===== config.mk =====
export PLATFORM = sky130hd
export DESIGN_NAME = fc_vector_loader
export DESIGN_NICKNAME = d
export VERILOG_FILES = /design/src/rtl/fc_vector_loader.sv
export SDC_FILE = /design/constraint.sdc
export NUM_CORES = 1
export LEC_CHECK = 0
export ABC_AREA = 1
export BUFFER_PORTS_ARGS = -buffer_cell sky130_fd_sc_hd__buf_2
export CAP_MARGIN = 40
export CORE_AREA = 2 2 403 405
export DETAILED_ROUTE_END_ITERATION = 16
export DIE_AREA = 0 0 405 407
export PLACE_DENSITY = 0.45
export SYNTH_ARGS = -nofsm -noshare
export SYNTH_HDL_FRONTEND = slang
export SYNTH_SLANG_ARGS = --single-unit
export TNS_END_PERCENT = 100

===== constraint.sdc =====
create_clock -name clk -period 1.9 [get_ports clk]
set_input_delay 0.19 -clock clk [delete_from_list [all_inputs] [get_ports clk]]
set_output_delay 0.19 -clock clk [all_outputs]
set_load 0.005 [all_outputs]

===== src/rtl/fc_vector_loader.sv =====
// fc_vector_loader: serial-to-parallel loader for the fully-connected layer input.
// Collects IN signed activations from a valid/ready stream into a register bank
// and presents them as x[0:IN-1] with x_valid until the consumer returns x_ready.
// Build option FC_LOADER_PINGPONG_EN: double-buffered banks, so the next frame
// streams into a shadow bank while the active bank is held for the layer.
module fc_vector_loader #(
    parameter int WIDTH = 8,
    parameter int IN    = 128
) (
    input  logic                    clk,
    input  logic                    rst,
    input  logic                    s_valid,
    output logic                    s_ready,
    input  logic signed [WIDTH-1:0] s_data,
    input  logic                    s_last,
    output logic signed [WIDTH-1:0] x [IN],
    output logic                    x_valid,
    input  logic                    x_ready,
    output logic                    err_len
);
    localparam int            IW       = (IN > 1) ? $clog2(IN) : 1;
    localparam logic [IW-1:0] LAST_IDX = IW'(IN - 1);

    typedef enum logic {FILL, HOLD} state_t;

    state_t        state;
    state_t        state_next;
    logic [IW-1:0] idx;
    logic          accept;
    logic          last_idx;
    logic          done;

    assign accept   = s_valid && s_ready;
    assign last_idx = (idx == LAST_IDX);
    // A frame ends either on the IN-th beat or on an early s_last.
    assign done     = accept && (last_idx || s_last);

    // Beat index and frame-length error pulse (s_last disagreeing with the final index).
    always_ff @(posedge clk) begin
        if (rst) begin
            idx     <= '0;
            err_len <= 1'b0;
        end else begin
            err_len <= done && (last_idx != s_last);
            if (accept) begin
                idx <= done ? '0 : idx + 1'b1;
            end
        end
    end

`ifdef FC_LOADER_PINGPONG_EN
    // state tracks the shadow bank: FILL while collecting, HOLD once complete
    // but blocked because the active bank is still held by the consumer.
    logic signed [WIDTH-1:0] bank [2][IN];
    logic                    sel;
    logic                    held;
    logic                    swap;

    assign s_ready = !rst && (state == FILL);
    assign x_valid = held;
    // Swap as soon as a complete shadow frame exists and the active bank is free.
    assign swap    = (done || (state == HOLD)) && (!held || x_ready);

    // Next-state decode for the shadow bank.
    always_comb begin
        state_next = state;
        case (state)
            FILL:    if (done && !swap) state_next = HOLD;
            HOLD:    if (swap) state_next = FILL;
            default: state_next = FILL;
        endcase
    end

    // State register plus active-bank select and hold flag.
    always_ff @(posedge clk) begin
        if (rst) begin
            state <= FILL;
            sel   <= 1'b0;
            held  <= 1'b0;
        end else begin
            state <= state_next;
            if (swap) begin
                sel  <= ~sel;
                held <= 1'b1;
            end else if (x_ready) begin
                held <= 1'b0;
            end
        end
    end

    // Banks: the outgoing active bank is cleared on swap; beats land in the shadow.
    always_ff @(posedge clk) begin
        for (int b = 0; b < 2; b++) begin
            for (int i = 0; i < IN; i++) begin
                if (rst || (swap && (sel == b[0]))) begin
                    bank[b][i] <= '0;
                end else if (accept && (sel != b[0]) && (idx == IW'(i))) begin
                    bank[b][i] <= s_data;
                end
            end
        end
    end

    // Parallel vector comes from the active bank.
    always_comb begin
        for (int i = 0; i < IN; i++) begin
            x[i] = bank[sel][i];
        end
    end
`else
    logic signed [WIDTH-1:0] bank [IN];

    assign s_ready = !rst && (state == FILL);
    assign x_valid = (state == HOLD);

    // Next-state decode: fill until the frame ends, hold until acknowledged.
    always_comb begin
        state_next = state;
        case (state)
            FILL:    if (done) state_next = HOLD;
            HOLD:    if (x_ready) state_next = FILL;
            default: state_next = FILL;
        endcase
    end

    // State register.
    always_ff @(posedge clk) begin
        if (rst) begin
            state <= FILL;
        end else begin
            state <= state_next;
        end
    end

    // Bank: write accepted beats; clear on reset and on release so short frames zero-pad.
    always_ff @(posedge clk) begin
        if (rst || ((state == HOLD) && x_ready)) begin
            for (int i = 0; i < IN; i++) begin
                bank[i] <= '0;
            end
        end else if (accept) begin
            bank[idx] <= s_data;
        end
    end

    // Parallel vector straight from the bank.
    always_comb begin
        for (int i = 0; i < IN; i++) begin
            x[i] = bank[i];
        end
    end
`endif

endmodule


Word level (Yosys, flattened, before mapping)
Memory sizes are Yosys's and may differ from the RTL's. Cells that the tools add are included.

Memories: 1. Word-level logic and storage cells: 29. Flip-flop bits (word level): 9. RAM bits: 1024. Output and inout port bits: 1027.

Memories: bank (words 128, width 8, rd ports 128, clocked after memory_dff 0, write ports 128, line 111) `logic signed [WIDTH-1:0] bank [IN];`.

Bitwise logic cells: 1. Multiplexer cells: 12. Add/subtract/negate cells: 1. Equality and inequality tests: 2. Reductions and logical operators: 9.

Operator list (count): 7-bit 2-to-1 mux (2); 1-bit 2-to-1 mux (8); 8-bit 2-to-1 mux (1); 8-bit OR reduction (1); 7-bit by 1-bit adder with 7-bit output, second input constant (1); 7-bit equality test, second input constant (1); 1-bit logical AND (5); 1-bit logical OR (2); 1-bit one-hot mux with 2 select lines (1); 1-bit zero test (1); 1-bit inequality test (1); 1-bit inverter (1).

Logic depth before layout (Yosys ltp)
Gate-level depths: netlist of run 1.

Depth in word-level cells: 8. Gate-level depth with buffers: 11.

Least setup slack after synthesis of run 1
No wires, ideal clock.

Kind: register -> register. Start: register state (netlist: x_valid). End: memory bank[116][0], enable pin. Buffers on the path: 1. Stages on the path, launching flop included: 9. Slack: 2 ps. Setup time: 329 ps. Arrival time: 1569 ps. Cell sequence: dfxtp_1 nor2_4 nand2_2 inv_2 nand2_2 nor2_4 buf_4 nand2_1 nand2_1.

RTL lines: from (decl) (line 26) `state_t state;`; from (signal assigned) (line 131) `state <= state_next;`; to (decl) (line 111).

==> results.md, run 1 <==
* Die height at 407 um
* Yosys warns at 0
* Cell row count at between 100 and 150
* Via density at 4.19
* Nets at 4013
* Setup Skew at between 0.04 and 0.05 ns
* R2r worst-path depth at 7
* Port buffer count at 1039
* Pwr Total at between 50 and 60 mW
* Mapped Area at 36800 um2
* ANT nets after route at 0
* Main synth FF type: edfxtp_1
* TritonCTS buffer count at between 100 and 150
* Worst Setup Start Kind: flip-flop
* Leakage at 22.8 nW
* Critical path class: reg2reg
* Max-slew violations at 0
* Worst slew pin tran at roughly 0.66 ns
* Crit share post-route at 96.7%
* Cells after Synth at 2553
* Die width at 405 um
* Ys async rst share at 0%
* Area contributors post-synth: edfxtp_1, nor2_1, nand2_1
* Layout Cells excl Fill at ~6300
* Switching share of power at 23.7%
* Final wirelength at roughly 160000 um
* Worst hold margin at 0.182 ns
* Worst r2r dst: bank[13][5]
* Reg clk slew, reported paths at about 0.06 ns
* Critical path capture point: bank[13][5]
* Initial drt markers at between 2000 and 2500
* Hold Crit Depth at 6
* Crit Path Max Fanout at 9
* Setup violations, final at 0
* Min Clock Period, post-route at 1.84 ns
* # IOs at approximately 1000
* H-tree depth at 3
* Sequential fraction of the synthesis area at 83.9%
* Layout cells sized above 1 at 42.0%
* Overall global routing resource usage at 18.2%
* WL per Instance at 24.9 um
* Routability cong. at 0.830
* Max-Cap Viols at 0
* Most numerous cell in the Yosys netlist: nor2_1
* HP Class: in2reg
* Final core occ at between 30% and 40%
* Synth top cells by count: nor2_1, edfxtp_1, nand2_1
* Comb pwr share at under 10%
* Root Driver: clkbuf_16
* Area growth from synthesis to layout at 44.8%
* Post-synth EDFFs at 1024
* Vias in the first global route at roughly 26000
* Core Footprint at 160000 um2
* CTS tree: yes
* Req. time, crit path at 2.27 ns
* Syn Nets at 2568
* Maximum VDD drop at 0.935 mV
* Setup TNS at 0 ns
* Fmax at 544 MHz
* Drt first pass iters at 5
* Worst r2r src: x_valid
* Antenna violations before repair at 8
* Residual DRC at 0
* Synth cell types at 21
* HPWL Detailed at around 120000 um
* Die area at 165000 um2
* Crit path launch: x_valid
* Sequential share of power at 50.1%
* Worst Setup End Kind: flip-flop
* Dpl cells at 6028
* Crit path DAT at 2.21 ns
* Pwr per Cell Area at 993 nW/um2
* Bufs on Longest Clock Path at 3
* RSZ-0062 raised after global routing: yes
* Initial cell density of the core at 23.0%
* DR vias at approximately 26000
* Hold Vio Cnt, Final at 0
* Slew headroom at 55.7%
* Status: finished clean
* Yosys top cell by area: edfxtp_1
* GR Overflow Total at 0
* Clock latency on the worst-skew pair at between 0.7 and 0.8 ns
* Area share of the largest cell type after synthesis at a little over four fifths
* Largest net degree at the start of global routing at 60
* Clock Power Share at about two fifths
* Internal cell power at 40.4 mW
* Global-route wire length before repair at 209000 um
* NetSw at about 13 mW
* CTS Sinks at a little over 1000
* Avg Cell Area, Syn at 14.4 um2
* R2R Setup Slk at between 0.06 and 0.07 ns
* Synth Register Bits at 1033
==> stage by stage <==
stage	cell area [um2]	setup WS (ns)
floorplan	36800	0.00207
global placement	49300	-0.167
detailed placement	49300	-0.200
CTS	53200	0.0131
global route	53400	-0.0162
finish	53400	0.0618
==> state kept, by name, summed over array words and instances, names as in the netlist <==
signal,flops
idx,7
x_valid,1
bank,1024
err_len,1
==> metal layers <==
| layer | wire length [um] | share of wire (%) | track usage (%) | up-vias |
|---|---|---|---|---|
| met1 | 59000 | 38 | 21.6 | 13300 |
| met3 | 12300 | 7.9 | 5.00 | 229 |
| li1 | - | - | - | 11600 |
| met5 | 13 | 0.0084 | 0 | - |
| met2 | 78600 | 51 | 31.5 | 1059 |
| met4 | 5570 | 3.6 | 6.62 | 2 |
==> worst max-delay path, cell delays in order (launching register included) <==
cell	delay (ns)
dfxtp_1	0.33
nor2_4	0.12
buf_4	0.15
nand3_2	0.14
nor2_4	0.19
buf_12	0.18
nand2_1	0.08
nand2_1	0.27
==> worst min-delay path by stage <==
stage          startpoint       to  slack [ns]
2_1_floorplan     x_ready  x_valid        0.34
3_3_place_gp       idx[0]   idx[0]        0.51
3_5_place_dp       idx[0]   idx[0]        0.52
4_1_cts            s_last  err_len        0.11
5_1_grt            s_last  err_len        0.19
6_report           s_last  err_len        0.18
==> cells by family (layout without fill, tap and decap cells) <==
group | count (synthesis) | count (layout) | share of synthesized area [%]
AOI/OAI and AO/OA | 8 | 8 | 0.115
adders and majority gates | 2 | 2 | 0.0679
buffers and inverters | 160 | 1703 | 1.70
DFF | 1033 | 1033 | 83.9
other | 0 | 2 | 0
and+or+nand+nor | 1350 | 1350 | 14.2
==> area by class of cell <==
class | count | area, um2
antenna | 2 | 5.00
timing repair buffer | 1464 | 10400
tap | 2160 | 2700
inverter | 25 | 134
clock inverter | 83 | 805
multi-input combinational | 1360 | 5450
sequential | 1033 | 30900
fill | 16100 | 107000
clock buffer | 131 | 2940
==> cells in the final DEF, fill, tap and decap left out, drive strengths merged <==
cell | netlist | routed
buf | 9 | 1451
nor2 | 1059 | 1059
edfxtp | 1024 | 1024
nand2 | 285 | 285
clkbuf | 126 | 131
clkinv | 0 | 62
inv | 25 | 29
dlygate4sd3 | 0 | 13
bufinv | 0 | 11
dfxtp | 9 | 9
clkinvlp | 0 | 6
nand3 | 4 | 4
a21oi | 4 | 4
o21ai | 3 | 3
diode | 0 | 2
ha | 2 | 2
nor3 | 1 | 1
or2 | 1 | 1
o211ai | 1 | 1
==> power by group through the flow <==
| stage | sequential, mW | combinational [mW] | clock, mW |
|---|---|---|---|
| after global routing | 26.6 | 4.43 | 23.6 |
| after detailed placement | 27.0 | 4.24 | 0 |
| final | 26.5 | 4.20 | 22.2 |
| after CTS | 26.5 | 4.28 | 22.8 |
| after global placement | 27.0 | 4.24 | 0 |
| after floorplan | 27.1 | 0.819 | 0 |
==> repair_timing <==
action                                  in CTS  in global routing
buffers inserted                             0                  1
pin swaps                                    1                  3
hold buffers                                13                  0
endpoints found under the setup margin     453                307
gates cloned                                 0                  0
gates resized for setup                     11                 40
endpoints found under the hold margin       94                  0
No activity file was read; power rests on OpenSTA's default activity.
==> run 2, diff against run 1 <==
PLACE_DENSITY = unset   (was 0.45)
PLACE_DENSITY_LB_ADDON = 0.08   (was unset)
SETUP_SLACK_MARGIN = 0.05   (was unset)
clock period = 2.3 ns   (was 1.9 ns; I/O delays follow)
==> results.md, run 2 (same netlist as run 1, synthesis figures left out) <==
* Reg clk slew, reported paths at approximately 0.060 ns
* Commonest non-fill, non-tap cell in the layout: nor2_1
* GR Overflow Total at 0
* R2R Setup Slk at approximately 0.24 ns
* Worst r2r src: x_valid
* Max-slew violations at 0
* Layout cells sized above 1 at 37.4%
* R2r worst-path depth at 8
* DR vias at between 20000 and 30000
* Family with the most delay on the worst path: simple AND/OR/NAND/NOR gates
* Worst slew pin tran at 0.584 ns
* Max-Cap Viols at 0
* Bufs on Longest Clock Path at 3
* Clock latency on the worst-skew pair at 0.73 ns
* Max reg flops at just over 1000
* Overall global routing resource usage at 19.0%
* Pwr Total at about 43 mW
* Nets at 3819
* Min Clock Period, post-route at between 2 and 2.5 ns
* DR WL met3 at 12800 um
* Dpl cells at 5831
* Root Driver: clkbuf_16
* Internal cell power at 32.5 mW
* Initial drt markers at 1710
* Die height at 407 um
* Most frequent CP cell: nand2_2
* Crit Path Max Fanout at 9
* Met2 wire length at 80100 um
* Setup violations, final at 0
* NetSw at 10.3 mW
* Fmax at slightly below 500 MHz
* Cell row count at approximately 150
* WHS Endpoint: bank[81][3]
* Cell-by-cell trace of the critical path: nor2_4, nand2_2, inv_2, nand2_2, nor2_4, buf_12, nand2_2, nand2_1
* Design area at 50200 um2
* Drt first pass iters at 5
* Crit path DAT at 2.42 ns
* HP Class: in2reg
* Layout Cells excl Fill at 6056
* HPWL Detailed at between 100000 and 150000 um
* Worst Setup Start Kind: flip-flop
* ANT nets after route at 0
* Status: finished clean
* Largest net degree at the start of global routing at 60
* Sequential share of power at about half
* Post-DP Area at 46400 um2
* Pwr per Cell Area at around 850 nW/um2
* Die area at 165000 um2
* Req. time, crit path at 2.67 ns
* CTS tree: yes
* Die width at between 400 and 500 um
* RSZ-0062 raised after global routing: yes
* Maximum VDD drop at roughly 0.63 mV
* Antenna violations before repair at 9
* Register with the most flip-flops: bank
* Switching share of power at 24.0%
* Commonest cells after routing, fill and taps aside: nor2_1, buf_2, edfxtp_1, nand2_1, buf_4
* Residual DRC at 0
* Hold Path Origin: s_data[3]
* Initial cell density of the core at between 20% and 30%
* Vias in the first global route at between 20000 and 25000
* Crit share post-route at 89.5%
* Critical path class: reg2reg
* Top routing layer in use: met5
* Worst hold margin at 0.0743 ns
* CP Buf/Inv Count at 2
* Setup TNS at 0 ns
* Post-CTS setup buffer count at 0
* Final wirelength at 162000 um
* Slew headroom at 61.0%
* Core Footprint at ~160000 um2
* Hold Vio Cnt, Final at 0
* H-tree depth at 3
* Leakage at about 21 nW
* CTS Sinks at 1033
* Comb pwr share at 6.8%
* Worst Setup End Kind: flip-flop
* Area growth from synthesis to layout at 36.1%
* Hold Crit Depth at 3
* Wire length on met1 at 63200 um
* TritonCTS buffer count at between 100 and 150
* Global-route wire length before repair at 215000 um
* Setup Skew at 0.0305 ns
* Worst r2r dst: bank[90][2]
* WL per Instance at 26.7 um
* Routability cong. at 0.801
* Port buffer count at 1039
* Largest stage delay on the critical path at between 0.3 and 0.4 ns
* # IOs at between 1000 and 1500
* Via density at 4.15
* Crit-path slowest cell: dfxtp_1
* Clock Power Share at 41.9%
* Largest registers: bank x1024, idx x7
## run 2: changes by cell type in the layout (fill, tap and decap cells not counted), sizes merged
| cell | before | now |
|---|---|---|
| clkbuf | 131 | 157 |
| diode | 2 | 4 |
| clkinv | 62 | 41 |
| inv | 29 | 30 |
| dlygate4sd3 | 13 | 12 |
| clkinvlp | 6 | 1 |
| bufinv | 11 | 5 |
| buf | 1451 | 1253 |
## run 2: power by group through the flow
stage	combinational (mW)	clock (mW)	sequential, mW
floorplan	0.676	0	22.4
global placement	3.02	0	22.3
detailed placement	3.00	0	22.3
CTS	3.02	18.4	22.0
global route	3.11	19.1	22.0
finish	2.91	17.9	21.9
## run 2: worst max path at each step
stage,endpoint,cells past startpoint,slack [ns],from
3_3_place_gp,bank[31][6],8,0.14,rst
6_report,bank[90][2],8,0.24,x_valid
2_1_floorplan,bank[116][0],8,0.40,x_valid
3_5_place_dp,bank[78][3],9,0.14,rst
5_1_grt,x_valid,9,0.05,idx[5]
4_1_cts,bank[41][2],6,0.16,idx[2]
## run 2: layout make-up
class	count	area, um2
Multi-Input combinational cell	1360	5330
Clock buffer	157	3120
Antenna cell	4	10.0
Fill cell	16300	110000
Timing Repair Buffer	1265	7480
Tap cell	2160	2700
Sequential cell	1033	30900
Inverter	25	134
Clock inverter	52	454
## run 2: layer usage
| metal | up-vias | track usage (%) |
|---|---|---|
| met1 | 12800 | 22.3 |
| li1 | 11200 | - |
| met2 | 892 | 32.3 |
| met3 | 222 | 6.48 |
| met5 | - | 0 |
| met4 | 6 | 6.41 |
## run 2: per-stage QoR
stage	util [%]	worst slack (ns)
after floorplan	-	0.402
after global placement	29.0	0.137
after detailed placement	29.0	0.142
after CTS	31.3	0.161
after global routing	31.3	0.0500
final	31.3	0.242
## run 2: worst reg2reg max path, delay by kind of cell, from the launching register on
| kind | cells | cell delay, ns |
|---|---|---|
| flops | 1 | 0.33 |
| simple gates | 6 | 1.07 |
| buf+inv | 2 | 0.30 |
## run 2: what timing repair did
action | 4_1_cts | 5_1_grt
hold endpoints to repair | 75 | 0
resized for setup | 0 | 3
hold buffers | 12 | 0
setup endpoints to repair | 0 | 9
